File: src/rtl/sseg_scan_decoder_pkg.sv
// rtl/sseg_scan_decoder_pkg.sv - seven-segment glyph table and pattern-to-hex decode helper
package sseg_scan_decoder_pkg;

  typedef logic [6:0] glyph_t;

  // Segment order {g,f,e,d,c,b,a}; must match the display driver's encoder table.
  localparam glyph_t SEG_GLYPH [16] = '{
    7'h3F, 7'h06, 7'h5B, 7'h4F, 7'h66, 7'h6D, 7'h7D, 7'h07,
    7'h7F, 7'h6F, 7'h77, 7'h7C, 7'h39, 7'h5E, 7'h79, 7'h71
  };

  function automatic void seg_to_hex(input glyph_t p, output logic legal, output logic [3:0] h);
    legal = 1'b0;
    h     = 4'h0;
    for (int i = 0; i < 16; i++) begin
      if (p == SEG_GLYPH[i]) begin
        legal = 1'b1;
        h     = 4'(i);
      end
    end
  endfunction

endpackage

File: src/rtl/sseg_scan_decoder_if.sv
// rtl/sseg_scan_decoder_if.sv - multiplexed display bus: active-low anodes plus {dp,g..a} segments
interface sseg_scan_decoder_if #(
  parameter int N_DIGITS = 4
);
  logic [N_DIGITS-1:0] an;
  logic [7:0]          sseg;

  modport master (output an, sseg);
  modport slave  (input  an, sseg);
endinterface

File: src/rtl/sseg_scan_decoder_digit_tracker.sv
// rtl/sseg_scan_decoder_digit_tracker.sv - per-digit readback state with staleness timeout
module sseg_digit_tracker #(
  parameter int TIMEOUT_CYC = 2**18
) (
  input  logic       clk,
  input  logic       reset_n,
  input  logic       accept,
  input  logic       legal,
  input  logic [3:0] value,
  input  logic       dp_in,
  output logic [3:0] hex,
  output logic       dp,
  output logic       valid,
  output logic       err
);
  localparam int TW = $clog2(TIMEOUT_CYC);
  localparam logic [TW-1:0] TMAX = TW'(TIMEOUT_CYC - 1);

  logic [TW-1:0] tcnt;

  always_ff @(posedge clk) begin
    if (!reset_n) begin
      tcnt  <= '0;
      hex   <= 4'h0;
      dp    <= 1'b0;
      valid <= 1'b0;
      err   <= 1'b0;
    end else if (accept) begin
      tcnt <= '0;
      if (legal) begin
        hex   <= value;
        dp    <= dp_in;
        valid <= 1'b1;
        err   <= 1'b0;
      end else begin
        valid <= 1'b0;
        err   <= 1'b1;
      end
    end else if (tcnt == TMAX) begin
      // Saturated: the digit stays stale until the next accept.
      valid <= 1'b0;
      err   <= 1'b0;
    end else begin
      tcnt <= tcnt + 1'b1;
    end
  end

endmodule

File: src/rtl/sseg_scan_decoder.sv
// rtl/sseg_scan_decoder.sv - snoops a multiplexed seven-segment bus and rebuilds each digit's value
module sseg_scan_decoder
  import sseg_scan_decoder_pkg::*;
#(
  parameter int N_DIGITS    = 4,
  parameter int STABLE_CYC  = 8,
  parameter int TIMEOUT_CYC = 2**18
) (
  input  logic                        clk,
  input  logic                        reset_n,
  sseg_scan_decoder_if.slave          bus,
  output logic [4*N_DIGITS-1:0]       hex_out,
  output logic [N_DIGITS-1:0]         dp_out,
  output logic [N_DIGITS-1:0]         valid,
  output logic [N_DIGITS-1:0]         err,
  output logic                        upd,
  output logic [$clog2(N_DIGITS)-1:0] upd_idx
);
  localparam int IW = $clog2(N_DIGITS);
  localparam int SW = $clog2(STABLE_CYC);
  localparam logic [SW-1:0] SMAX = SW'(STABLE_CYC - 1);

  logic [N_DIGITS-1:0] an_q, an_p;
  logic [7:0]          sseg_q, sseg_p;
  logic [SW-1:0]       stab_cnt;
  logic                committed;

  logic                sel_ok;
  logic [IW-1:0]       sel_idx;
  logic                clr;
  logic                accept;
  logic                legal;
  logic [3:0]          value;
  int                  zeros;

  // an_p/sseg_p is the sample the stability count refers to, so it is the
  // value decoded once the count says the dwell has settled.
  always_comb begin
    zeros   = 0;
    sel_idx = '0;
    for (int i = 0; i < N_DIGITS; i++) begin
      if (!an_p[i]) begin
        zeros   = zeros + 1;
        sel_idx = IW'(i);
      end
    end
    sel_ok = (zeros == 1);
    clr    = !sel_ok || (an_q != an_p) || (sseg_q != sseg_p);
    accept = sel_ok && (stab_cnt == SMAX) && !committed;
    seg_to_hex(sseg_p[6:0], legal, value);
  end

  always_ff @(posedge clk) begin
    if (!reset_n) begin
      an_q      <= '0;
      an_p      <= '0;
      sseg_q    <= 8'h00;
      sseg_p    <= 8'h00;
      stab_cnt  <= '0;
      committed <= 1'b0;
      upd       <= 1'b0;
      upd_idx   <= '0;
    end else begin
      an_q   <= bus.an;
      an_p   <= an_q;
      sseg_q <= bus.sseg;
      sseg_p <= sseg_q;
      if (clr) begin
        stab_cnt  <= '0;
        committed <= 1'b0;
      end else begin
        if (stab_cnt != SMAX) stab_cnt <= stab_cnt + 1'b1;
        if (accept) committed <= 1'b1;
      end
      upd <= accept;
      if (accept) upd_idx <= sel_idx;
    end
  end

  for (genvar g = 0; g < N_DIGITS; g++) begin : g_digit
    sseg_digit_tracker #(
      .TIMEOUT_CYC (TIMEOUT_CYC)
    ) u_trk (
      .clk     (clk),
      .reset_n (reset_n),
      .accept  (accept && (sel_idx == IW'(g))),
      .legal   (legal),
      .value   (value),
      .dp_in   (sseg_p[7]),
      .hex     (hex_out[4*g +: 4]),
      .dp      (dp_out[g]),
      .valid   (valid[g]),
      .err     (err[g])
    );
  end

endmodule
File: src/flat_wrapper.sv
// flat-port wrapper written by rule: the top's interface ports become plain ports
module sseg_scan_decoder_flat import sseg_scan_decoder_pkg::*;
#(
  parameter int N_DIGITS    = 4,
  parameter int STABLE_CYC  = 8,
  parameter int TIMEOUT_CYC = 2**18
)
  (clk, reset_n, hex_out, dp_out, valid, err, upd, upd_idx, bus_an, bus_sseg);
  sseg_scan_decoder_if #(.N_DIGITS(N_DIGITS)) bus_i ();
  input  logic clk;
  input  logic reset_n;
  output logic [4*N_DIGITS-1:0] hex_out;
  output logic [N_DIGITS-1:0] dp_out;
  output logic [N_DIGITS-1:0] valid;
  output logic [N_DIGITS-1:0] err;
  output logic upd;
  output logic [$clog2(N_DIGITS)-1:0] upd_idx;
  input wire logic [$bits(bus_i.an)-1:0] bus_an;
  input wire logic [$bits(bus_i.sseg)-1:0] bus_sseg;
  assign bus_i.an = bus_an;
  assign bus_i.sseg = bus_sseg;
  sseg_scan_decoder #(.N_DIGITS(N_DIGITS), .STABLE_CYC(STABLE_CYC), .TIMEOUT_CYC(TIMEOUT_CYC)) u_core (.clk(clk), .reset_n(reset_n), .bus(bus_i), .hex_out(hex_out), .dp_out(dp_out), .valid(valid), .err(err), .upd(upd), .upd_idx(upd_idx));
endmodule
File: config.mk
export PLATFORM = sky130hd
export DESIGN_NAME = sseg_scan_decoder_flat
export DESIGN_NICKNAME = d
export VERILOG_FILES = /design/src/rtl/sseg_scan_decoder_pkg.sv /design/src/rtl/sseg_scan_decoder_if.sv /design/src/rtl/sseg_scan_decoder_digit_tracker.sv /design/src/rtl/sseg_scan_decoder.sv /design/src/flat_wrapper.sv
export SDC_FILE = /design/constraint.sdc
export NUM_CORES = 1
export LEC_CHECK = 0
export ABC_AREA = 0
export CAP_MARGIN = 10
export CORE_MARGIN = 4
export CORE_UTILIZATION = 41
export CTS_CLUSTER_DIAMETER = 150
export DETAILED_ROUTE_END_ITERATION = 6
export PLACE_DENSITY = 0.7
export SLEW_MARGIN = 10
export SYNTH_ARGS = -nofsm -noshare
export SYNTH_HDL_FRONTEND = slang
export SYNTH_SLANG_ARGS = --single-unit
File: constraint.sdc
create_clock -name clk -period 3 [get_ports clk]
set_input_delay 0.3 -clock clk [delete_from_list [all_inputs] [get_ports clk]]
set_output_delay 0.3 -clock clk [all_outputs]
set_load 0.02 [all_outputs]
==> results.md, run 1 <==
* Die outline width at 132 um
* Dominant synthesized flop cell: dfxtp_1
* Post-synth EDFFs at 0
* Largest net degree at the start of global routing at 38
* Sw power at 883 uW
* Routed WL at 12800 um
* Switching part of the total at 0.218
* Critical Path Fanout Max at 6
* Detail Placement HPWL at 8710 um
* Setup violators final at 0
* Worst path top cell family by delay: compound AO/OA/AOI/OAI gates
* Power per Cell Area at 547 nW/um^2
* Antenna-violating nets left at 0
* Routed wl met3 at 506 um
* TritonCTS buffer count at 17
* Max-Cap Viols at 0
* Fin. max-slew vios at 0
* Final period utilization at 0.933
* RSZ-0062 raised after global routing: no
* Max Freq at 0.357 GHz
* H-Tree Depth at 4
* Later-pin clock latency in the skew report at 420 ps
* Hold-critical path depth at 2
* Synth top area share at 0.415
* WP data required at 3340 ps
* Sequential-to-total area share from yosys stat at 0.415
* P_int at 3160 uW
* Worst vdd ir at 0.000429 V
* Endpoint type of the worst setup path: flip-flop
* Post-synth cell types at 61
* Cell accounting for the most synthesized area: dfxtp_1
* Die area at 17400 um^2
* Sequential share of power at 0.447
* Worst Max-Slew Pin Slew at 656 ps
* DRT iter0 DRCs at 299
* Port bufs at 44
* Seq cells post-synth at 131
* # Post-CTS Setup Buffers at 0
* Total Routing Usage GR at 0.150
* Max stage delay cell, worst path: or3_1
* Top sig layer: met4
* Num rows at 45
* Total grt overflow at 0
* Wire per inst at 13.7 um
* Nets at 753
* First-pass GRT wire length at 21700 um
* Met1 wire length at 6230 um
* Clock Pin Slew Worst Setup and Hold Paths at 60 ps
* Comb power frac at 0.038
* Clock power frac at 0.516
* Initial Utilization at 0.417
* Antenna diodes at 0
* Max-slew headroom at 0.563
* Levels on crit path at 8
* WP buf/inv at 1
* Worst path cell trace: inv_1 > ha_1 > xnor2_1 > ha_1 > or3_1 > a211o_1 > a21oi_4 > mux2i_1
* Clock Tree Root: clkbuf_16
* Mapped Nets at 733
* Status: finished, final reports clean
* Post-layout min period at 2800 ps
* Placer congestion estimate at 0.845
* CP dominant cell by count: ha_1
* Ys async rst share at 0
* Vias in the first global route at 4542
* Share of cells above drive strength 1 at 0.0728
* Worst hold path class: in2reg
* Final instance count without filler cells at 930
* Placed insts at 899
* Area grow syn2layout at 17.0%
* Leakage power at 0.00255 uW
* Crit path largest cell delay at 460 ps
* Clock Skew at 5.62 ps
* CTS tree: done
* Syn_area_per_cell at 8.89 um^2
* Initial antenna violation count at 0
* Met2 wire len at 5840 um
* CP startpoint kind: flip-flop
* DRC errors left at 0
* Ys Warns at 0
* Arr. time, crit path at 3140 ps
* Reg2reg setup slack at 200 ps
* # hold bufs at CTS at 0
* # IOs at 45
* Final hold vios at 0
* Vias at 4987
* Main area contributors after synthesis: dfxtp_1 42%, xor2_1 5.5%, nor2_1 4.1%
* Mapped Area at 6310 um^2
* CTS max path bufs at 2
* Kind of critical path: reg2reg
* Vias per cell at 5.36
* Clk sinks at 131
* Die height at 132 um
* Final setup TNS at 0 ps
* Pre-Repair DR Iteration Count at 5
* Core ar. at 15100 um^2
* Worst R2R Path Depth at 8
* Syn Inst Count at 710
state kept, by name, summed over array words and instances, names as in the netlist:
| register | flops |
|---|---|
| u_core.an_p | 4 |
| u_core.g_digit.u_trk.tcnt | 72 |
| u_core.g_digit.u_trk.valid | 4 |
| u_core.an_q | 4 |
| u_core.stab_cnt | 3 |
| u_core.sseg_q | 8 |
| u_core.g_digit.u_trk.err | 4 |
| u_core.committed | 1 |
| u_core.g_digit.u_trk.hex | 16 |
| u_core.g_digit.u_trk.dp | 4 |
| u_core.sseg_p | 8 |
| u_core.upd_idx | 2 |
| u_core.upd | 1 |
power by group through the flow:
stage	registers, uW	clock network (uW)	logic [uW]
after detailed placement	1840	0	150
after CTS	1800	2130	150
after global placement	1840	0	146
after global routing	1810	2200	173
after floorplan	1820	0	124
final	1810	2080	152
metrics by stage:
| step | setup slack [ps] | area (um^2) | power, uW | utilization | hold WS, ps |
|---|---|---|---|---|---|
| 2_1_floorplan | 437 | 6310 | 1950 | - | 427 |
| 3_3_place_gp | 329 | 6780 | 1990 | 0.448 | 448 |
| 5_1_grt | 16.0 | 7380 | 4180 | 0.488 | 363 |
| 3_5_place_dp | 243 | 6780 | 1990 | 0.448 | 451 |
| 4_1_cts | 196 | 7380 | 4080 | 0.487 | 345 |
| 6_report | 201 | 7380 | 4040 | 0.488 | 371 |
synthesized netlist by cell type (2+ instances only):
| cell type | n |
|---|---|
| nand2_1 | 52 |
| o31ai_1 | 4 |
| buf_2 | 14 |
| inv_1 | 14 |
| nor4_1 | 5 |
| nand3_1 | 26 |
| o211ai_1 | 16 |
| a21oi_4 | 4 |
| o21ai_0 | 23 |
| and3_1 | 20 |
| nor2b_1 | 6 |
| and2_1 | 32 |
| nand4b_1 | 5 |
| a21o_1 | 2 |
| buf_4 | 12 |
| a21oi_1 | 26 |
| o21a_1 | 5 |
| nand2_2 | 2 |
| dfxtp_1 | 131 |
| nand3b_1 | 4 |
| and4_1 | 10 |
| a31oi_1 | 2 |
| a311oi_1 | 7 |
| a211o_1 | 2 |
| a211oi_1 | 8 |
| nor3b_1 | 4 |
| clkbuf_1 | 22 |
| xor2_1 | 40 |
| and4b_1 | 2 |
| or4_1 | 4 |
| nand2b_1 | 4 |
| nor3_1 | 17 |
| xnor2_1 | 22 |
| ha_1 | 9 |
| nand4_1 | 28 |
| or3_1 | 6 |
| nor2_1 | 69 |
| o2111ai_1 | 4 |
| mux2i_1 | 25 |
final cells by class:
type                       count  area (um^2)
clock buffer                  18          439
clock inverter                13          159
fill                        1391         7760
inverter                      14         52.6
multi-input combinational    515         3390
sequential                   131         2620
tap                          188          235
timing repair buffer          51          488
per-layer routing:
| layer | vias to the layer above | GRT usage |
|---|---|---|
| met5 | - | 0 |
| li1 | 2563 | - |
| met3 | 17 | 0.0435 |
| met4 | 0 | 0.0548 |
| met2 | 88 | 0.234 |
| met1 | 2319 | 0.197 |
final timing paths:
kind                                                                   from                                           to
worst min register to register  u_core.g_digit[3].u_trk.hex[2]$_SDFFE_PN0P_  u_core.g_digit[3].u_trk.hex[2]$_SDFFE_PN0P_
worst max-delay path                              u_core.an_p[1]$_SDFF_PN0_  u_core.g_digit[1].u_trk.hex[1]$_SDFFE_PN0P_
worst max register to register                    u_core.an_p[1]$_SDFF_PN0_  u_core.g_digit[1].u_trk.hex[1]$_SDFFE_PN0P_
worst min-delay path                                                reset_n   u_core.g_digit[2].u_trk.valid$_SDFFE_PN0P_
cell families after synthesis:
| logic type | count (synthesis) | share of synthesized area |
|---|---|---|
| simple gates | 303 | 0.258 |
| flops | 131 | 0.415 |
| compound gates | 116 | 0.134 |
| buf+inv | 64 | 0.0491 |
| xor+xnor | 62 | 0.0860 |
| mux | 25 | 0.0396 |
| fa+ha+maj | 9 | 0.0178 |
repair_timing:
| action | 4_1_cts | 5_1_grt |
|---|---|---|
| endpoints found under the setup margin | 0 | 1 |
| endpoints found under the hold margin | 0 | 0 |
| gates resized for setup | 0 | 1 |
worst reg2reg max path, delay by kind of cell, from the launching register on:
kind | cells | cell delay (ps)
buffers and inverters | 1 | 100
XOR/XNOR | 1 | 260
AND/OR/NAND/NOR | 1 | 460
adder cells (fa/ha/maj) | 2 | 610
multiplexers | 1 | 250
AO/OA/AOI/OAI | 2 | 640
flip-flops | 1 | 400
layout by cell type, fill, tap and decap left out, types with 10 or more instances in the layout:
cell,synthesis,routed
dfxtp_1,131,131
inv_1,14,14
clkdlybuf4s50_1,0,43
xor2_1,40,40
o21ai_0,23,23
nand4_1,28,28
clkbuf_16,0,17
mux2i_1,25,25
and2_1,32,32
xnor2_1,22,21
a21oi_1,26,26
o211ai_1,16,16
nor3_1,17,17
nand2_1,52,52
nand3_1,26,26
and4_1,10,10
nor2_1,69,69
and3_1,20,20
No activity file was read; power rests on OpenSTA's default activity.
==> run 2: changes to the inputs <==
--- a/constraint.sdc
+++ b/constraint.sdc
@@ -3,2 +3,2 @@
 set_output_delay 0.3 -clock clk [all_outputs]
-set_load 0.02 [all_outputs]
+set_load 0.01 [all_outputs]
==> results of run 2 <==
No change in the layout: final DEF, timing and power equal those of run 1.
==> run 3: changes to the inputs <==
GPL_ROUTABILITY_DRIVEN = 1   (was unset)
==> results of run 3 <==
No change in the layout: final DEF, timing and power equal those of run 1.
